===== src/rtl/uart_rx_param_if.sv =====
// uart_rx_param_if: receive-side word handshake between the UART receiver
// and the register/FIFO layer.
//   rx_data    : received word, LSB first on the line
//   rx_valid   : a word is held in rx_data
//   rx_ready   : consumer accepts the held word (transfer on valid & ready)
//   frame_err  : held word had a low stop bit
//   parity_err : held word failed its parity check
//   overrun    : one-cycle pulse when a completed frame is dropped
// master = receiver side, slave = consumer side.
interface uart_rx_param_if #(
  parameter int DATA_W = 8
);
  logic [DATA_W-1:0] rx_data;
  logic              rx_valid;
  logic              rx_ready;
  logic              frame_err;
  logic              parity_err;
  logic              overrun;

  modport master (
    output rx_data, rx_valid, frame_err, parity_err, overrun,
    input  rx_ready
  );

  modport slave (
    input  rx_data, rx_valid, frame_err, parity_err, overrun,
    output rx_ready
  );
endinterface


===== src/rtl/uart_rx_param.sv =====
// uart_rx_param: parametrised oversampling UART receiver.
//   clk         : system clock
//   rst         : asynchronous active-low reset
//   rx_en       : receiver enable; dropping it mid-frame aborts the frame
//   baud_div    : clk cycles per oversample tick, minus 1 (latched per frame)
//   stop2       : 1 selects two stop bits (latched per frame)
//   parity_mode : 00 none, 01 even, 10 odd, 11 none (latched per frame)
//   rx_in       : asynchronous serial input, idles high
//   busy        : a frame is in progress
//   rx_if       : word handshake (rx_data/rx_valid/rx_ready + error flags)
// Build option: define UART_RX_PARITY_EN to compile in the parity state and
// checker. Without it parity_mode is ignored, parity_err is tied 0 and a
// parity bit on the line is sampled as the first stop bit.
module uart_rx_param #(
  parameter int DATA_W = 8,
  parameter int OVS    = 16,
  parameter int DIV_W  = 20
) (
  input  logic             clk,
  input  logic             rst,
  input  logic             rx_en,
  input  logic [DIV_W-1:0] baud_div,
  input  logic             stop2,
  input  logic [1:0]       parity_mode,
  input  logic             rx_in,
  output logic             busy,
  uart_rx_param_if.master  rx_if
);
  localparam int CNT_W = $clog2(OVS);
  localparam int BIT_W = $clog2(DATA_W);
  localparam logic [CNT_W-1:0] HALF_LAST = CNT_W'(OVS / 2 - 1);
  localparam logic [CNT_W-1:0] FULL_LAST = CNT_W'(OVS - 1);
  localparam logic [BIT_W-1:0] DATA_LAST = BIT_W'(DATA_W - 1);

  typedef enum logic [2:0] {
    IDLE,
    START,
    DATA,
`ifdef UART_RX_PARITY_EN
    PARITY,
`endif
    STOP
  } state_t;

  state_t             state_reg;
  logic               rx_s1_reg, rx_s2_reg, rx_d_reg;
  logic [DIV_W-1:0]   div_cnt_reg, div_last_reg;
  logic [CNT_W-1:0]   ovs_cnt_reg;
  logic [BIT_W-1:0]   bit_idx_reg;
  logic [DATA_W-1:0]  shift_reg;
  logic               stop2_reg;
  logic               ferr_acc_reg;
  logic [DATA_W-1:0]  rx_data_reg;
  logic               rx_valid_reg, frame_err_reg, overrun_reg;
`ifdef UART_RX_PARITY_EN
  logic               par_en_reg, par_odd_reg, perr_acc_reg, parity_err_reg;
`endif

  logic tick, sample, fall, can_load;

  always_comb begin
    tick     = (state_reg != IDLE) && (div_cnt_reg == div_last_reg);
    // START samples half a bit in (bit centre); later bits one full bit apart.
    sample   = tick && (ovs_cnt_reg == ((state_reg == START) ? HALF_LAST : FULL_LAST));
    fall     = rx_d_reg & ~rx_s2_reg;
    // A completing frame may load if the slot is empty or being emptied now.
    can_load = ~rx_valid_reg | rx_if.rx_ready;
  end

  always_ff @(posedge clk or negedge rst) begin
    if (!rst) begin
      state_reg     <= IDLE;
      rx_s1_reg     <= 1'b1;
      rx_s2_reg     <= 1'b1;
      rx_d_reg      <= 1'b1;
      div_cnt_reg   <= '0;
      div_last_reg  <= '0;
      ovs_cnt_reg   <= '0;
      bit_idx_reg   <= '0;
      shift_reg     <= '0;
      stop2_reg     <= 1'b0;
      ferr_acc_reg  <= 1'b0;
      rx_data_reg   <= '0;
      rx_valid_reg  <= 1'b0;
      frame_err_reg <= 1'b0;
      overrun_reg   <= 1'b0;
`ifdef UART_RX_PARITY_EN
      par_en_reg     <= 1'b0;
      par_odd_reg    <= 1'b0;
      perr_acc_reg   <= 1'b0;
      parity_err_reg <= 1'b0;
`endif
    end else begin
      rx_s1_reg   <= rx_in;
      rx_s2_reg   <= rx_s1_reg;
      rx_d_reg    <= rx_s2_reg;
      overrun_reg <= 1'b0;
      if (rx_valid_reg && rx_if.rx_ready)
        rx_valid_reg <= 1'b0;

      if (state_reg != IDLE && !rx_en) begin
        state_reg <= IDLE;
      end else if (state_reg == IDLE) begin
        div_cnt_reg  <= '0;
        ovs_cnt_reg  <= '0;
        bit_idx_reg  <= '0;
        ferr_acc_reg <= 1'b0;
`ifdef UART_RX_PARITY_EN
        perr_acc_reg <= 1'b0;
`endif
        if (fall && rx_en) begin
          div_last_reg <= baud_div;
          stop2_reg    <= stop2;
`ifdef UART_RX_PARITY_EN
          par_en_reg   <= (parity_mode == 2'b01) || (parity_mode == 2'b10);
          par_odd_reg  <= (parity_mode == 2'b10);
`endif
          state_reg    <= START;
        end
      end else if (!tick) begin
        div_cnt_reg <= div_cnt_reg + 1'b1;
      end else begin
        div_cnt_reg <= '0;
        if (!sample) begin
          ovs_cnt_reg <= ovs_cnt_reg + 1'b1;
        end else begin
          ovs_cnt_reg <= '0;
          case (state_reg)
            START: state_reg <= rx_s2_reg ? IDLE : DATA;
            DATA: begin
              shift_reg <= {rx_s2_reg, shift_reg[DATA_W-1:1]};
              if (bit_idx_reg == DATA_LAST) begin
                bit_idx_reg <= '0;
`ifdef UART_RX_PARITY_EN
                state_reg   <= par_en_reg ? PARITY : STOP;
`else
                state_reg   <= STOP;
`endif
              end else begin
                bit_idx_reg <= bit_idx_reg + 1'b1;
              end
            end
`ifdef UART_RX_PARITY_EN
            PARITY: begin
              // Error when XOR of data and parity bit differs from the mode's target.
              perr_acc_reg <= (^shift_reg) ^ rx_s2_reg ^ par_odd_reg;
              state_reg    <= STOP;
            end
`endif
            STOP: begin
              if (!rx_s2_reg)
                ferr_acc_reg <= 1'b1;
              if (bit_idx_reg == {{(BIT_W-1){1'b0}}, stop2_reg}) begin
                state_reg <= IDLE;
                if (can_load) begin
                  rx_data_reg    <= shift_reg;
                  rx_valid_reg   <= 1'b1;
                  frame_err_reg  <= ferr_acc_reg | ~rx_s2_reg;
`ifdef UART_RX_PARITY_EN
                  parity_err_reg <= perr_acc_reg;
`endif
                end else begin
                  overrun_reg <= 1'b1;
                end
              end else begin
                bit_idx_reg <= bit_idx_reg + 1'b1;
              end
            end
            default: state_reg <= IDLE;
          endcase
        end
      end
    end
  end

  assign busy             = (state_reg != IDLE);
  assign rx_if.rx_data    = rx_data_reg;
  assign rx_if.rx_valid   = rx_valid_reg;
  assign rx_if.frame_err  = frame_err_reg;
  assign rx_if.overrun    = overrun_reg;
`ifdef UART_RX_PARITY_EN
  assign rx_if.parity_err = parity_err_reg;
`else
  logic unused_parity_mode;
  assign unused_parity_mode = ^parity_mode;
  assign rx_if.parity_err   = 1'b0;
`endif
endmodule


===== src/flat_wrapper.sv =====
// flat-port wrapper written by rule: the top's interface ports become plain ports
module uart_rx_param_flat 
#(
  parameter int DATA_W = 8,
  parameter int OVS    = 16,
  parameter int DIV_W  = 20
)
  (clk, rst, rx_en, baud_div, stop2, parity_mode, rx_in, busy, rx_if_rx_data, rx_if_rx_valid, rx_if_frame_err, rx_if_parity_err, rx_if_overrun, rx_if_rx_ready);
  uart_rx_param_if #(.DATA_W(DATA_W)) rx_if_i ();
  input  logic clk;
  input  logic rst;
  input  logic rx_en;
  input  logic [DIV_W-1:0] baud_div;
  input  logic stop2;
  input  logic [1:0] parity_mode;
  input  logic rx_in;
  output logic busy;
  output wire logic [$bits(rx_if_i.rx_data)-1:0] rx_if_rx_data;
  output wire logic [$bits(rx_if_i.rx_valid)-1:0] rx_if_rx_valid;
  output wire logic [$bits(rx_if_i.frame_err)-1:0] rx_if_frame_err;
  output wire logic [$bits(rx_if_i.parity_err)-1:0] rx_if_parity_err;
  output wire logic [$bits(rx_if_i.overrun)-1:0] rx_if_overrun;
  input wire logic [$bits(rx_if_i.rx_ready)-1:0] rx_if_rx_ready;
  assign rx_if_rx_data = rx_if_i.rx_data;
  assign rx_if_rx_valid = rx_if_i.rx_valid;
  assign rx_if_frame_err = rx_if_i.frame_err;
  assign rx_if_parity_err = rx_if_i.parity_err;
  assign rx_if_overrun = rx_if_i.overrun;
  assign rx_if_i.rx_ready = rx_if_rx_ready;
  uart_rx_param #(.DATA_W(DATA_W), .OVS(OVS), .DIV_W(DIV_W)) u_core (.clk(clk), .rst(rst), .rx_en(rx_en), .baud_div(baud_div), .stop2(stop2), .parity_mode(parity_mode), .rx_in(rx_in), .busy(busy), .rx_if(rx_if_i));
endmodule

===== config.mk =====
export PLATFORM = sky130hd
export DESIGN_NAME = uart_rx_param_flat
export DESIGN_NICKNAME = d
export VERILOG_FILES = /design/src/rtl/uart_rx_param_if.sv /design/src/rtl/uart_rx_param.sv /design/src/flat_wrapper.sv
export SDC_FILE = /design/constraint.sdc
export NUM_CORES = 1
export LEC_CHECK = 0
export CORE_UTILIZATION = 56
export DETAILED_ROUTE_END_ITERATION = 16
export PLACE_DENSITY_LB_ADDON = 0.05
export SLEW_MARGIN = 20
export SYNTH_ARGS = -nofsm -noshare
export SYNTH_HDL_FRONTEND = slang
export SYNTH_SLANG_ARGS = --single-unit

===== constraint.sdc =====
create_clock -name clk -period 3.3 [get_ports clk]
set_clock_uncertainty 0.2 [all_clocks]
set_input_delay 0.66 -clock clk [delete_from_list [all_inputs] [get_ports clk]]
set_output_delay 0.66 -clock clk [all_outputs]
set_load 0.02 [all_outputs]

==> results list <==
* Portion of the post-synthesis area used by sequential elements: 0.503
* Area occupied by multi-input gates: about 1700 um2
* Number of gates resized after CTS: 0
* Switching power: 0.791 mW
* Arrival time at the worst endpoint: 2260 ps
- Floorplan die area: 6820 um2
* Hold_buf cts: 0
- Initial cell density of the core: 0.576
- The min-delay analysis places its worst path in the category reg2reg.
- 41 I/O pins were placed.
* Number of instances in the synthesized netlist: roughly 320
- After synthesis, the mean cell area works out to roughly 11 um2.
- Number of DRC violations after detailed-routing iteration 0: 210
- The root buffer cell chosen for the clock tree is clkbuf_8.
- Fraction of layout cells with a size suffix above 1: 0.189
* Maximum count of clock buffers along a single path: 2
- Met2 usage in global routing: 0.362
- Registers take ~1800 um2.
- After synthesis the cells add up to between 3000 and 4000 um2.
* Non-Filler Instances: roughly 450
- Cell depth of the worst flop-to-flop path: 8
* Share of async-settable or async-resettable flops after synthesis: 1.00
- Slew @ Worst Pin: just under 800 ps
- RSZ-0062 raised after global routing: false
- STA classifies the critical path endpoint as an output port.
- The worst setup path is of the reg2out kind.
* Result of the run: finished, final reports clean
- For met3 alone, demand over resource in global routing was 0.0505.
- Count of buffers added by post-CTS timing repair for setup: 0
- The final hold violation count came to 0.
- RR Endpoint: u_core.shift_reg[5]
- Detailed routing inserted a total of 2582 vias.
* Vertical die dimension: between 80 and 90 um
* Leading cell type in the layout, fill and taps excluded: dfrtp_1
* Source of the worst hold timing path: u_core.rx_s1_reg
* Clock network power share: 0.285
- At the worst endpoint, the required time is 2440 ps.
- Of the post-synthesis cell area, the dominant cell type holds 0.481.
- Number of synthesized flops with an enable pin: 0
* Number of warnings reported in the yosys synthesis log: 0
- Clock tree from TritonCTS: built
* CP startpoint kind: flip-flop
- Cell internal power was estimated by the tool at between 1.5 and 2 mW.
- The first TritonRoute pass finished after 4 iterations.
- Clock transition time at the flip-flop clock pins of the worst setup and hold paths: roughly 80 ps
* Fin. max-slew vios: 0
- Setup ws final: 180 ps
- Measured against its own limit, the worst slew margin works out to 0.480.
- Synth area leaders: dfrtp_1 48%, mux2_2 12%, xnor2_1 5.1%
- At the end of routability-driven placement, the weighted congestion stood at ~0.9.
* Core region area: roughly 6300 um2
* Net switching fraction of the power: 0.318
- The setup check on the worst reg-to-reg path leaves a slack of roughly 420 ps.
- End point of the worst hold path: u_core.rx_s2_reg
* Worst-Skew Late Latency: roughly 350 ps
- For this run, the top clock speed supported by timing is about 320 MHz.
- Setup violations remaining at the end of the flow were counted as 0.
- When the netlist entered floorplanning its net count stood at between 300 and 400.
- The most used flip-flop cell after synthesis is dfrtp_1.
- In this run the number of H-tree levels came out at 3.
- Wires add up to between 7000 and 8000 um.
* Placed Cells: around 430
- In this run the core area contains 29 standard-cell rows.
- DRC violations left: 0
- Dividing the detail-routed via count by the number of cells gives between 5 and 6.
* Count of filler cells inserted in the layout: around 500
* Worst supply voltage drop on vdd: approximately 340 uV
- In this run the static leakage power is approximately 1.8 nW.
- The global routing stage identified its most utilized layer as met2.
* TritonCTS Buffers: 9
- Startpoint of the worst-slack reg-to-reg timing path: u_core.state_reg[0]
- The number of antenna diodes in the final layout is 0.
- Count of state elements after synthesis: 73
- Largest area contributor in the netlist: dfrtp_1
* Horizontal extent of the die: roughly 83 um
- WL/cell: approximately 16 um
- Yosys mapped the design onto 48 distinct sky130hd cell types.
- Power spread over the standard cell area amounts to approximately 580 nW/um2.
* Number of nets in the layout: 403
* Number of buffers inserted by port buffering: 37
* Final worst path period share: 0.945
- Summed over all failing endpoints, the final setup total negative slack is 0 ps.
- Min-Delay Path Depth: 0
* Detailed placer's ending HPWL: approximately 4900 um
* Final Power: 2.49 mW
- The share of total power dissipated in combinational logic is 0.247.
- Total grt overflow: 0
- Global-route wire length before repair: between 10000 and 15000 um
- Before CTS, the worst setup slack after placement is roughly 390 ps.
* Portion of total power attributed to sequential cells: 0.468
* Max FO, Critical Path: 8
- Met1 layer usage reported by global route: 0.356
- Maximum number of pins on one net before global-route repair: between 40 and 50
- The tool flagged a number of max-cap violations equal to 0.
- Area growth from synthesis to layout: 17.8%
* Post-DRT Antenna Nets: 0
- Global-route usage over all layers: 0.245
* Number of global-route vias before repair: 2452
- Number of clock sinks seen by CTS: between 70 and 80
- The smallest clock period supported by the final layout is computed as roughly 3100 ps.
- Antenna violations before repair: 0
- Most frequent cells in the layout: 70 x dfrtp_1, 38 x mux2_2, 36 x clkdlybuf4s50_1, 28 x nor2_1, 22 x nand2_1
per-layer routing:
metal / part of all wire / wire, um
met5: 0 / 0
met1: 0.49 / 3580
met3: 0.043 / 314
met2: 0.45 / 3280
met4: 0.015 / 106
worst max-delay path, cell delays in order, from the launching register on:
cell	delay, ps
dfrtp_1	480
inv_1	120
ha_1	320
inv_1	310
clkdlybuf4s50_1	670
synth_stat cells (3+ instances only):
cell and count:
nand2_1 22, dfrtp_1 70, nor3_1 5, clkbuf_1 4, nor4_1 7, xor2_1 16
ha_1 9, mux2_2 38, o31ai_1 4, buf_2 3, inv_1 10, nand3_1 12
a21oi_1 10, dfstp_2 3, nor2b_1 5, nor2_1 28, xnor2_1 21, o311ai_0 3
o21ai_0 5, nand4_1 9
kinds of logic (layout without fill, tap and decap cells):
group,count (synthesis),in the layout,synth area share
AND/OR/NAND/NOR,105,105,0.149
adder cells (fa/ha/maj),9,9,0.0309
AO/OA/AOI/OAI,38,38,0.0763
multiplexers,38,38,0.118
buffers and inverters,21,69,0.0289
other,1,1,0.00103
XOR/XNOR,38,38,0.0935
flip-flops,73,73,0.503
power groups by stage:
stage | registers (mW) | logic [mW] | clock network [mW]
finish | 1.16 | 0.614 | 0.709
global route | 1.18 | 0.685 | 0.758
CTS | 1.17 | 0.616 | 0.718
detailed placement | 1.18 | 0.608 | 0
global placement | 1.17 | 0.603 | 0
floorplan | 1.15 | 0.435 | 0
cell type report:
| class | instances | share of cell area |
|---|---|---|
| timing repair buffer | 43 | 0.0987 |
| clock inverter | 6 | 0.0161 |
| clock buffer | 10 | 0.0298 |
| sequential | 73 | 0.427 |
| inverter | 10 | 0.00876 |
| tap | 77 | 0.0225 |
| multi-input combinational | 229 | 0.397 |
worst max-delay path by stage:
stage / from / endpoint / depth (start not counted)
floorplan: u_core.state_reg[0] / u_core.div_last_reg[10] / 7
global placement: rx_en / u_core.shift_reg[4] / 6
detailed placement: rx_en / u_core.div_cnt_reg[19] / 7
CTS: u_core.state_reg[0] / busy / 4
global route: u_core.state_reg[0] / busy / 4
finish: u_core.state_reg[0] / busy / 4
metrics by stage:
step / utilization / cell area (um2) / hold WS (ps)
finish: 0.679 / 4290 / 160
global route: 0.679 / 4290 / 165
CTS: 0.679 / 4290 / 162
detailed placement: 0.648 / 4090 / 151
global placement: 0.648 / 4090 / 146
floorplan: - / 3640 / 145
No activity file was read; power rests on OpenSTA's default activity.
